### src/rtl/i2s_tx_stream.sv
// rtl/i2s_tx_stream.sv - stereo I2S transmitter with valid/ready sample input
// Optional build macro I2S_TX_LJ_MODE_EN selects left-justified data alignment.
module i2s_tx_stream #(
    parameter int SAMPLE_W  = 16,
    parameter int SLOT_W    = 32,
    parameter int MCLK_HALF = 2,
    parameter int SCK_HALF  = 8
) (
    input  logic                clk,
    input  logic                rst,
    input  logic                s_valid,
    output logic                s_ready,
    input  logic [SAMPLE_W-1:0] s_left,
    input  logic [SAMPLE_W-1:0] s_right,
    output logic                mclk,
    output logic                sck,
    output logic                lrck,
    output logic                sdout,
    output logic                frame_start,
    output logic                underrun
);

    localparam int FRAME = 2 * SLOT_W;
    localparam int BW    = $clog2(FRAME);
    localparam int MW    = $clog2(MCLK_HALF + 1);
    localparam int SW    = $clog2(SCK_HALF + 1);

    logic [MW-1:0]       mclk_cnt;
    logic [SW-1:0]       sck_cnt;
    logic [BW-1:0]       bitpos;
    logic                full;
    logic [SAMPLE_W-1:0] hold_l, hold_r;
    logic [SAMPLE_W-1:0] smp_l, smp_r;

    logic                mclk_wrap, sck_wrap, fall, load, accept;
    logic [BW-1:0]       bitpos_nx;
    logic                lr_nx, sd_nx;
    logic [SAMPLE_W-1:0] ld_l, ld_r, word;
    int                  slot_k, bit_idx;

    assign mclk_wrap = (mclk_cnt == MW'(MCLK_HALF - 1));
    assign sck_wrap  = (sck_cnt == SW'(SCK_HALF - 1));
    assign fall      = sck_wrap && sck;
    assign s_ready   = ~full;
    assign accept    = s_valid && ~full;

    // Data for the slot being entered is taken from the post-load sample, so
    // a left-justified MSB can leave on the very edge that loads the frame.
    always_comb begin
        bitpos_nx = (bitpos == BW'(FRAME - 1)) ? '0 : bitpos + 1'b1;
        load      = fall && (bitpos_nx == '0);
        ld_l      = full ? hold_l : '0;
        ld_r      = full ? hold_r : '0;
        lr_nx     = (bitpos_nx >= BW'(SLOT_W));
        slot_k    = int'(bitpos_nx) % SLOT_W;
        if (lr_nx)
            word = smp_r;
        else
            word = load ? ld_l : smp_l;
`ifdef I2S_TX_LJ_MODE_EN
        bit_idx = (slot_k < SAMPLE_W) ? SAMPLE_W - 1 - slot_k : -1;
`else
        bit_idx = (slot_k >= 1 && slot_k <= SAMPLE_W) ? SAMPLE_W - slot_k : -1;
`endif
        sd_nx = 1'b0;
        for (int i = 0; i < SAMPLE_W; i++) begin
            if (i == bit_idx)
                sd_nx = word[i];
        end
    end

    always_ff @(posedge clk) begin
        if (rst) begin
            mclk_cnt    <= '0;
            sck_cnt     <= '0;
            mclk        <= 1'b0;
            sck         <= 1'b1;
            lrck        <= 1'b0;
            sdout       <= 1'b0;
            bitpos      <= BW'(FRAME - 1);
            full        <= 1'b0;
            hold_l      <= '0;
            hold_r      <= '0;
            smp_l       <= '0;
            smp_r       <= '0;
            frame_start <= 1'b0;
            underrun    <= 1'b0;
        end else begin
            mclk_cnt    <= mclk_wrap ? '0 : mclk_cnt + 1'b1;
            sck_cnt     <= sck_wrap ? '0 : sck_cnt + 1'b1;
            frame_start <= 1'b0;
            underrun    <= 1'b0;
            if (mclk_wrap)
                mclk <= ~mclk;
            if (sck_wrap)
                sck <= ~sck;
            if (fall) begin
                bitpos <= bitpos_nx;
                lrck   <= lr_nx;
                sdout  <= sd_nx;
            end
            if (load) begin
                smp_l       <= ld_l;
                smp_r       <= ld_r;
                frame_start <= 1'b1;
                underrun    <= ~full;
            end
            // An accept can only coincide with an empty-register (underrun) load.
            if (accept) begin
                hold_l <= s_left;
                hold_r <= s_right;
                full   <= 1'b1;
            end else if (load) begin
                full <= 1'b0;
            end
        end
    end

endmodule

### config.mk
export PLATFORM = sky130hd
export DESIGN_NAME = i2s_tx_stream
export DESIGN_NICKNAME = d
export VERILOG_FILES = /design/src/rtl/i2s_tx_stream.sv
export SDC_FILE = /design/constraint.sdc
export NUM_CORES = 1
export LEC_CHECK = 0
export BUFFER_PORTS_ARGS = -buffer_cell sky130_fd_sc_hd__buf_2
export CAP_MARGIN = 20
export CORE_MARGIN = 3
export CORE_UTILIZATION = 40
export CTS_BUF_LIST = sky130_fd_sc_hd__clkbuf_2 sky130_fd_sc_hd__clkbuf_4 sky130_fd_sc_hd__clkbuf_8
export DETAILED_ROUTE_END_ITERATION = 6
export GPL_ROUTABILITY_DRIVEN = 0
export HOLD_SLACK_MARGIN = 0.06
export PLACE_DENSITY_LB_ADDON = 0.2
export SYNTH_ARGS = -nofsm -noshare
export SYNTH_HDL_FRONTEND = slang
export SYNTH_SLANG_ARGS = --single-unit
export TNS_END_PERCENT = 30
### constraint.sdc
create_clock -name clk -period 3.4 [get_ports clk]
set_input_delay 0.68 -clock clk [delete_from_list [all_inputs] [get_ports clk]]
set_output_delay 0.68 -clock clk [all_outputs]
set_load 0.01 [all_outputs]
# After elaboration in Yosys (flattened, before gate mapping)
# Index checks and enable logic that the tools add are counted.
# word_totals
ff_bits,83
out_inout_bits,7
wordCells,78
# op_classes
add_sub_neg,4
order_cmp,3
eq_ne,18
mux,25
n_bitwise,4
reduce_logical,10
# op_table
op,n
$eq 5x32->1 const A,8
$eq 4x32->1 const A,4
$eq 3x32->1 const A,2
$mux 16,4
$eq 2x32->1 const A,1
$logic_not 32->1,1
$mux 32,1
$mux 1,19
$add 6x1->6 const B,1
$eq 6x6->1 const B,1
$ge 6x6->1 const B,1
$logic_not 6->1,1
$mux 6,1
$reduce_or 2->1,3
$sub 5x5->6 const A,1
$ge 5x1->1 const B,1
$le 5x5->1 const B,1
$add 4x1->4 const B,1
$eq 4x3->1 const B,1
$logic_and 1x1->1,4
$not 1->1,4
$add 2x1->2 const B,1
$eq 2x1->1 const B,1
$reduce_bool 2->1,1

# Logic depth before layout (Yosys ltp)
# Gate-level depths: netlist (run 1).
# logic_depth
ltp_word,22
ltp_mapped,13
ltp_nobuf,12

# Worst setup path before layout (run 1)
# OpenSTA, ideal clock, no wires.
# synth_path
path_type,register to register
start,register bitpos[0]
end,register sdout
setup_ns,0.120
t_arrival_ns,2.472
slack_ns,0.808
path_stages_with_launch,14
synth_period_minus_slack_ns,2.592
path_cell_list,dfxtp_1 -> ha_1 -> buf_2 -> nand3_1 -> and3_1 -> a21oi_1 -> and2_1 -> ha_1 -> a21oi_1 -> a31oi_1 -> nand4b_1 -> or4b_1 -> o211ai_1 -> nand2_1
# synth_via
elab_chain_cells,22
# synth_lines
item,line_no,text
from (decl),30,logic [BW-1:0] bitpos;
from (signal assigned),80,bitpos <= BW'(FRAME - 1);
from (signal assigned),98,bitpos <= bitpos_nx;
$add 6x1->6 or $eq 6x6->1 (tied branches),50,bitpos_nx = (bitpos == BW'(FRAME - 1)) ? '0 : bitpos + 1'b1;
$mux 6 (*),50,
$ge 5x1->1 (tied with other cells),63,bit_idx = (slot_k >= 1 && slot_k <= SAMPLE_W) ? SAMPLE_W - slot_k : -1;
$logic_and 1x1->1 (on tied branches),"63, 51",
$mux 32 or $mux 16 (tied branches),-,
$logic_not 32->1 or $mux 16 (tied branches),"67, 56",
$mux 1 (15 in a row),67,if (i == bit_idx)
$mux 1 (*),67,
to (signal assigned),100,sdout <= sd_nx;
to (decl),18,"output logic sdout,"
# Every way passes the cells marked *; elsewhere a longest branch is shown, timed or not.
# A chain may end at the register's enable or synchronous reset.

# Worst setup path in the final report (run 1)
# layout_path
start,register bitpos[1]
end,register sdout
# Same word-level chain as after synthesis.

==> results of run 1 <==
## routing by layer
metal	routed length, um	part of all wire [%]
met4	104	1.1
met1	4605	48
met3	375	3.9
met5	0	0
met2	4425	47
## how the worst max path moves through the flow
stage,to,slack (ps),depth (start not counted)
after global routing,sdout,80,12
after floorplan,sdout,810,13
after detailed placement,sdout,420,12
after CTS,sdout,400,12
final,sdout,340,12
after global placement,sdout,550,12
## synthesized netlist by cell type (3+ instances only)
| master | number | area, um2 |
|---|---|---|
| nand2b_1 | 3 | 18.77 |
| ha_1 | 5 | 62.56 |
| a31oi_1 | 3 | 18.77 |
| dfxtp_1 | 83 | 1662 |
| xnor2_1 | 5 | 43.79 |
| a21oi_1 | 81 | 405.4 |
| buf_6 | 3 | 33.78 |
| a211oi_1 | 4 | 30.03 |
| mux2i_1 | 7 | 70.07 |
| nor3_1 | 7 | 35.03 |
| buf_2 | 3 | 15.01 |
| nand2_1 | 127 | 476.7 |
| and2_1 | 10 | 62.56 |
| inv_1 | 7 | 26.28 |
| o211ai_1 | 6 | 45.04 |
| o21a_1 | 5 | 37.54 |
| nand3_1 | 30 | 150.1 |
| nand4_1 | 6 | 37.54 |
| clkbuf_1 | 29 | 108.9 |
| buf_4 | 4 | 30.03 |
| o21ai_0 | 19 | 95.09 |
| nor2_1 | 22 | 82.58 |
## worst max-delay path, stage by stage (launching register included)
cell and delay (ps):
dfxtp_1 570, ha_1 250, nand3_1 120, and3_1 220, a21oi_1 160, and2_1 160, ha_1 140, a21oi_1 40
a31oi_1 410, nand4b_1 200, or4b_1 520, o211ai_1 110, nand2_1 70
## final cells by class
type                            count  area [um2]
Fill cell                         956        4961
Multi-Input combinational cell    387        2092
Sequential cell                    83        1662
Timing Repair Buffer               50       285.3
Tap cell                          129       161.4
Clock buffer                       10       131.4
Clock inverter                      6       96.34
Inverter                            7       26.28
## cells by family (layout without fill, tap and decap cells)
kind of cell               Yosys count  in the layout  synth area share [%]
AOI/OAI and AO/OA                  140            140                 20.92
and+or+nand+nor                    226            226                 26.25
buffers and inverters               47             73                 5.489
DFF                                 83             83                 41.89
muxes                                9              9                 2.334
xor gates and xnor gates             7              7                 1.546
adders and majority gates            5              5                 1.577
## through the flow
step	util (%)	instances	power (mW)	area, um2
CTS	47.31	672	2.018	4454
finish	47.31	672	2.000	4454
floorplan	-	517	1.160	3966
global route	47.31	672	2.083	4454
global placement	44.89	656	1.207	4227
detailed placement	44.89	656	1.213	4227
## state kept, by name, summed over array words and instances (netlist names)
name / flops
hold_l: 16
hold_r: 16
smp_l: 16
smp_r: 16
bitpos: 6
sck_cnt: 4
mclk_cnt: 2
frame_start: 1
full: 1
lrck: 1
mclk: 1
sck: 1
sdout: 1
underrun: 1
## cells in the final DEF (no fill, tap or decap), types with 2 or more instances in the layout
master,netlist,layout
and2_1,10,10
nand3_1,30,30
ha_1,5,5
bufinv_16,0,2
o21ai_2,2,2
nor2_2,1,2
o21a_1,5,5
mux2i_1,7,7
clkbuf_8,0,9
dfxtp_1,83,83
xnor2_1,5,5
a211oi_1,4,4
nor3_1,7,7
buf_4,4,8
a21oi_1,81,81
inv_1,7,7
a31oi_1,3,3
nand2_1,127,127
o211ai_1,6,6
buf_2,3,41
o21ai_1,2,2
mux2_2,2,2
xor2_1,2,2
or3b_2,2,2
nor2_1,22,21
o21ai_0,19,19
nor4_1,2,2
a311o_1,2,2
nand2b_1,3,3
nand4b_1,2,2
a311oi_1,2,2
nand4_1,6,6
## report_power, final
group	internal, mW	switching [mW]
Clock	0.431	0.381
Combinational	0.0617	0.0917
Sequential	1.01	0.0296
Total	1.50	0.502
==> flow_summary.yaml, run 1 <==
worst_setup_path:
  cp_data_arrival_time_ps: 3310
  cp.required_ps: 3650
  startpoint_type: "flop"
  regToRegEndpoint: "sdout"
  critPathKind: "flop to flop"
  r2r_setup_slack_ps: 340
  crit_fanout: 11
  startpoint: "bitpos[1]"
  worstReg2RegStart: "bitpos[1]"
  setup.worst_path.end_class: "flop"
  r2r_cells: 12
floorplan:
  core-area_mm2: 0.009415
  die-area_mm2: 0.01115
  die_x_um: 105.6
  ios: 42
  start_util_pct: 42.13
  rows: 35
  die_h_um: 105.6
layout:
  syn_to_final_growth_pct: 12.30
  finalNetCount: 578
  antennaDiodeCount: 0
  drive_gt1_share_pct: 15.10
logic_synthesis:
  seq_area_frac_synth_pct: 41.89
  synthFlopType: "dfxtp_1"
  synth.avg_cell_area_um2: 7.672
  synth_cell_types: 60
  netlist_instances: 517
  synth_edf_count: 0
  synth_async_sr_flop_share_pct: 0
  ys_seq_elements: 83
  synthesis.area_mm2: 0.003966
  yosys_warnings: 0
  syn_nets: 557
sta:
  slew_violations: 0
  rsz0062_at_grt: "false"
  whs_ps: 432.5
  tns_ps: 0
  slew_headroom_pct: 35.60
  final.period_utilization_pct: 90.09
  finalHoldViolCount: 0
  fin_crit_ps: 3063
  report.final.setup_viol: 0
  tightest_slew_ps: 964.6
  finClkSkew_ps: 11.72
  max_freq_mhz: 326.5
  layout_setup_ws_ps: 337.0
grt:
  use_met1_pct: 23.77
  overflow: 0
  gr-usage-met3_pct: 3.368
  grt_max_degree: 56
  grt_use_met2_pct: 28.51
  antenna_found_initial: 0
  grt_pass1_vias: 3407
  grt_pass1_wl_um: 16170
  top_usage_layer: "met2"
  grt_usage_pct: 17.59
clock_tree:
  cts.path.max_buffers: 2
  cts_root_buf: "clkbuf_8"
  tritoncts: "done"
  cts_sinks: 83
  post_cts_resized: 0
  ctsHtreeMaxLevel: 3
  hold_buffers: 0
  clock_latency_ps: 360
  cts_setup_buffers: 0
  numCtsBuffers: 9
  clk_pin_slew_ps: 80
placement:
  dp_slack_ps: 417.0
  hpwlAfterDp_um: 6552
  portBuffers: 41
route:
  drc: 0
  routed_wirelength_um: 9511
  drtIter0Drc: 264
  post_drt_wl_per_cell_um: 14.15
  via_per_inst: 5.414
  drtAntennaViolNets: 0
  vias: 3638
  drt_pass1_iterations: 4
hold_path:
  hp-class: "flop to flop"
  min_from: "mclk_cnt[0]"
  holdPathStages: 1
  min_to: "mclk_cnt[0]"
outcome:
  status: "completed"
run:
  cap_violations: 0
pwr:
  power.leakage_nw: 1.740
  peakVddDrop_v: 0.0001965
  powerDensity_mw_per_mm2: 449.1
No activity file was read; power rests on OpenSTA's default activity.
==> run 2, diff against run 1 <==
--- a/config.mk
+++ b/config.mk
@@ -9,7 +9,7 @@
 export CAP_MARGIN = 20
 export CORE_MARGIN = 3
 export CORE_UTILIZATION = 40
-export CTS_BUF_LIST = sky130_fd_sc_hd__clkbuf_2 sky130_fd_sc_hd__clkbuf_4 sky130_fd_sc_hd__clkbuf_8
+export CTS_BUF_LIST = sky130_fd_sc_hd__clkbuf_8
 export DETAILED_ROUTE_END_ITERATION = 6
 export GPL_ROUTABILITY_DRIVEN = 0
 export HOLD_SLACK_MARGIN = 0.06
==> run 2 against run 1 <==
  * Hold slack stayed put
  * Die area unchanged
  * Design area is essentially flat
  * Cell count is the same
  * Sequential power about the same
  * First-iteration DRC count is the same
  * Sequential share of layout area hardly changed
  * Highest routed layer unchanged
==> flow_summary.yaml, run 2 (synthesized netlist as in run 1, its figures left out) <==
outcome:
  status: "completed"
route:
  drt_pass1_iterations: 4
  drtAntennaViolNets: 0
  post_drt_wl_per_cell_um: 14.15
  routed_wirelength_um: 9509
  drc: 0
  via_per_inst: 5.415
  vias: 3639
  drtIter0Drc: 264
layout:
  antennaDiodeCount: 0
  fillers: 958
  finalNetCount: 578
  drive_gt1_share_pct: 14.92
  syn_to_final_growth_pct: 12.21
  multi_input_area_mm2: 0.002092
  final_common_cell: "nand2_1"
  regArea_mm2: 0.001662
  layout_common_cells: "nand2_1, dfxtp_1, a21oi_1, buf_2, nand3_1"
  utilization_pct: 47.27
sta:
  report.final.setup_viol: 0
  rsz0062_at_grt: "false"
  tightest_slew_ps: 963.5
  max_freq_mhz: 326.5
  fin_crit_ps: 3063
  slew_headroom_pct: 35.68
  finClkSkew_ps: 11.72
  tns_ps: 0
  slew_violations: 0
  finalHoldViolCount: 0
  final.period_utilization_pct: 90.08
floorplan:
  rows: 35
  start_util_pct: 42.13
  ios: 42
  core-area_mm2: 0.009415
  die-area_mm2: 0.01115
  die_x_um: 105.6
  die_h_um: 105.6
grt:
  grt_usage_pct: 17.59
  overflow: 0
  grt_max_degree: 56
  antenna_found_initial: 0
  grt_pass1_wl_um: 16170
  grt_pass1_vias: 3407
clock_tree:
  cts.path.max_buffers: 2
  cts_setup_buffers: 0
  ctsHtreeMaxLevel: 3
  numCtsBuffers: 9
  post_cts_resized: 0
  hold_buffers: 0
  clk_pin_slew_ps: 80
  cts_sinks: 83
  clock_latency_ps: 360
  tritoncts: "done"
  cts_root_buf: "clkbuf_8"
hold_path:
  hp-class: "flop to flop"
  min_from: "mclk_cnt[0]"
placement:
  hpwlAfterDp_um: 6552
  portBuffers: 41
worst_setup_path:
  critPathKind: "flop to flop"
  crit_fanout: 11
  setup.worst_path.end_class: "flop"
  worstReg2RegStart: "bitpos[1]"
  startpoint_type: "flop"
  startpoint: "bitpos[1]"
  cp_data_arrival_time_ps: 3310
  cp.required_ps: 3650
pwr:
  peakVddDrop_v: 0.0001965
  power.leakage_nw: 1.741
  powerDensity_mw_per_mm2: 447.0
run:
  cap_violations: 0
==> run 2: worst max-delay path, stage by stage (launching register included) <==
cell and delay [ps]:
dfxtp_1 570, ha_1 250, nand3_1 120, and3_1 220, a21oi_1 160, and2_1 160, ha_1 140, a21oi_1 40
a31oi_1 410, nand4b_1 200, or4b_1 520, o211ai_1 110, nand2_1 70
==> run 2: routing by layer <==
| layer | vias to the layer above | wire [um] | part of all wire [%] | GRT usage (%) |
|---|---|---|---|---|
| met4 | 0 | 104 | 1.1 | 5.273 |
| met5 | - | 0 | 0 | 0 |
| met1 | 1725 | 4597 | 48 | 23.77 |
| li1 | 1832 | - | - | - |
| met2 | 74 | 4431 | 47 | 28.51 |
| met3 | 8 | 375 | 3.9 | 3.368 |
==> run 2: where the power goes <==
part           leakage [nW]  total (mW)  switching, mW  internal (mW)
Clock                 0.113       0.801          0.381          0.420
Sequential            0.675        1.04         0.0295           1.01
Combinational         0.952       0.153         0.0917         0.0617
Total                  1.74        1.99          0.502           1.49
==> run 2: area by class of cell <==
| cell class | instances | share of cell area (%) |
|---|---|---|
| Clock buffer | 9 | 2.783 |
| Clock inverter | 7 | 2.249 |
| Inverter | 7 | 0.5904 |
| Multi-Input combinational cell | 387 | 47.01 |
| Sequential cell | 83 | 37.33 |
| Tap cell | 129 | 3.627 |
| Timing Repair Buffer | 50 | 6.410 |
==> run 2: worst paths after layout <==
check	slack, ps	endpoint	cells past startpoint
hold / removal	430	mclk_cnt[0]	1
hold reg to reg	430	mclk_cnt[0]	1
setup / recovery	340	sdout	12
setup reg to reg	340	sdout	12
==> run 2: through the flow <==
| step | std cells | power (mW) | instance area, um2 | worst slack [ps] | hold WS (ps) |
|---|---|---|---|---|---|
| 3_5_place_dp | 656 | 1.213 | 4227 | 417.0 | 428.1 |
| 5_1_grt | 672 | 2.072 | 4451 | 77.52 | 473.4 |
| 3_3_place_gp | 656 | 1.207 | 4227 | 551.2 | 412.7 |
| 4_1_cts | 672 | 2.008 | 4451 | 404.3 | 439.5 |
| 6_report | 672 | 1.989 | 4451 | 337.2 | 432.5 |
| 2_1_floorplan | 517 | 1.160 | 3966 | 808.1 | 404.3 |
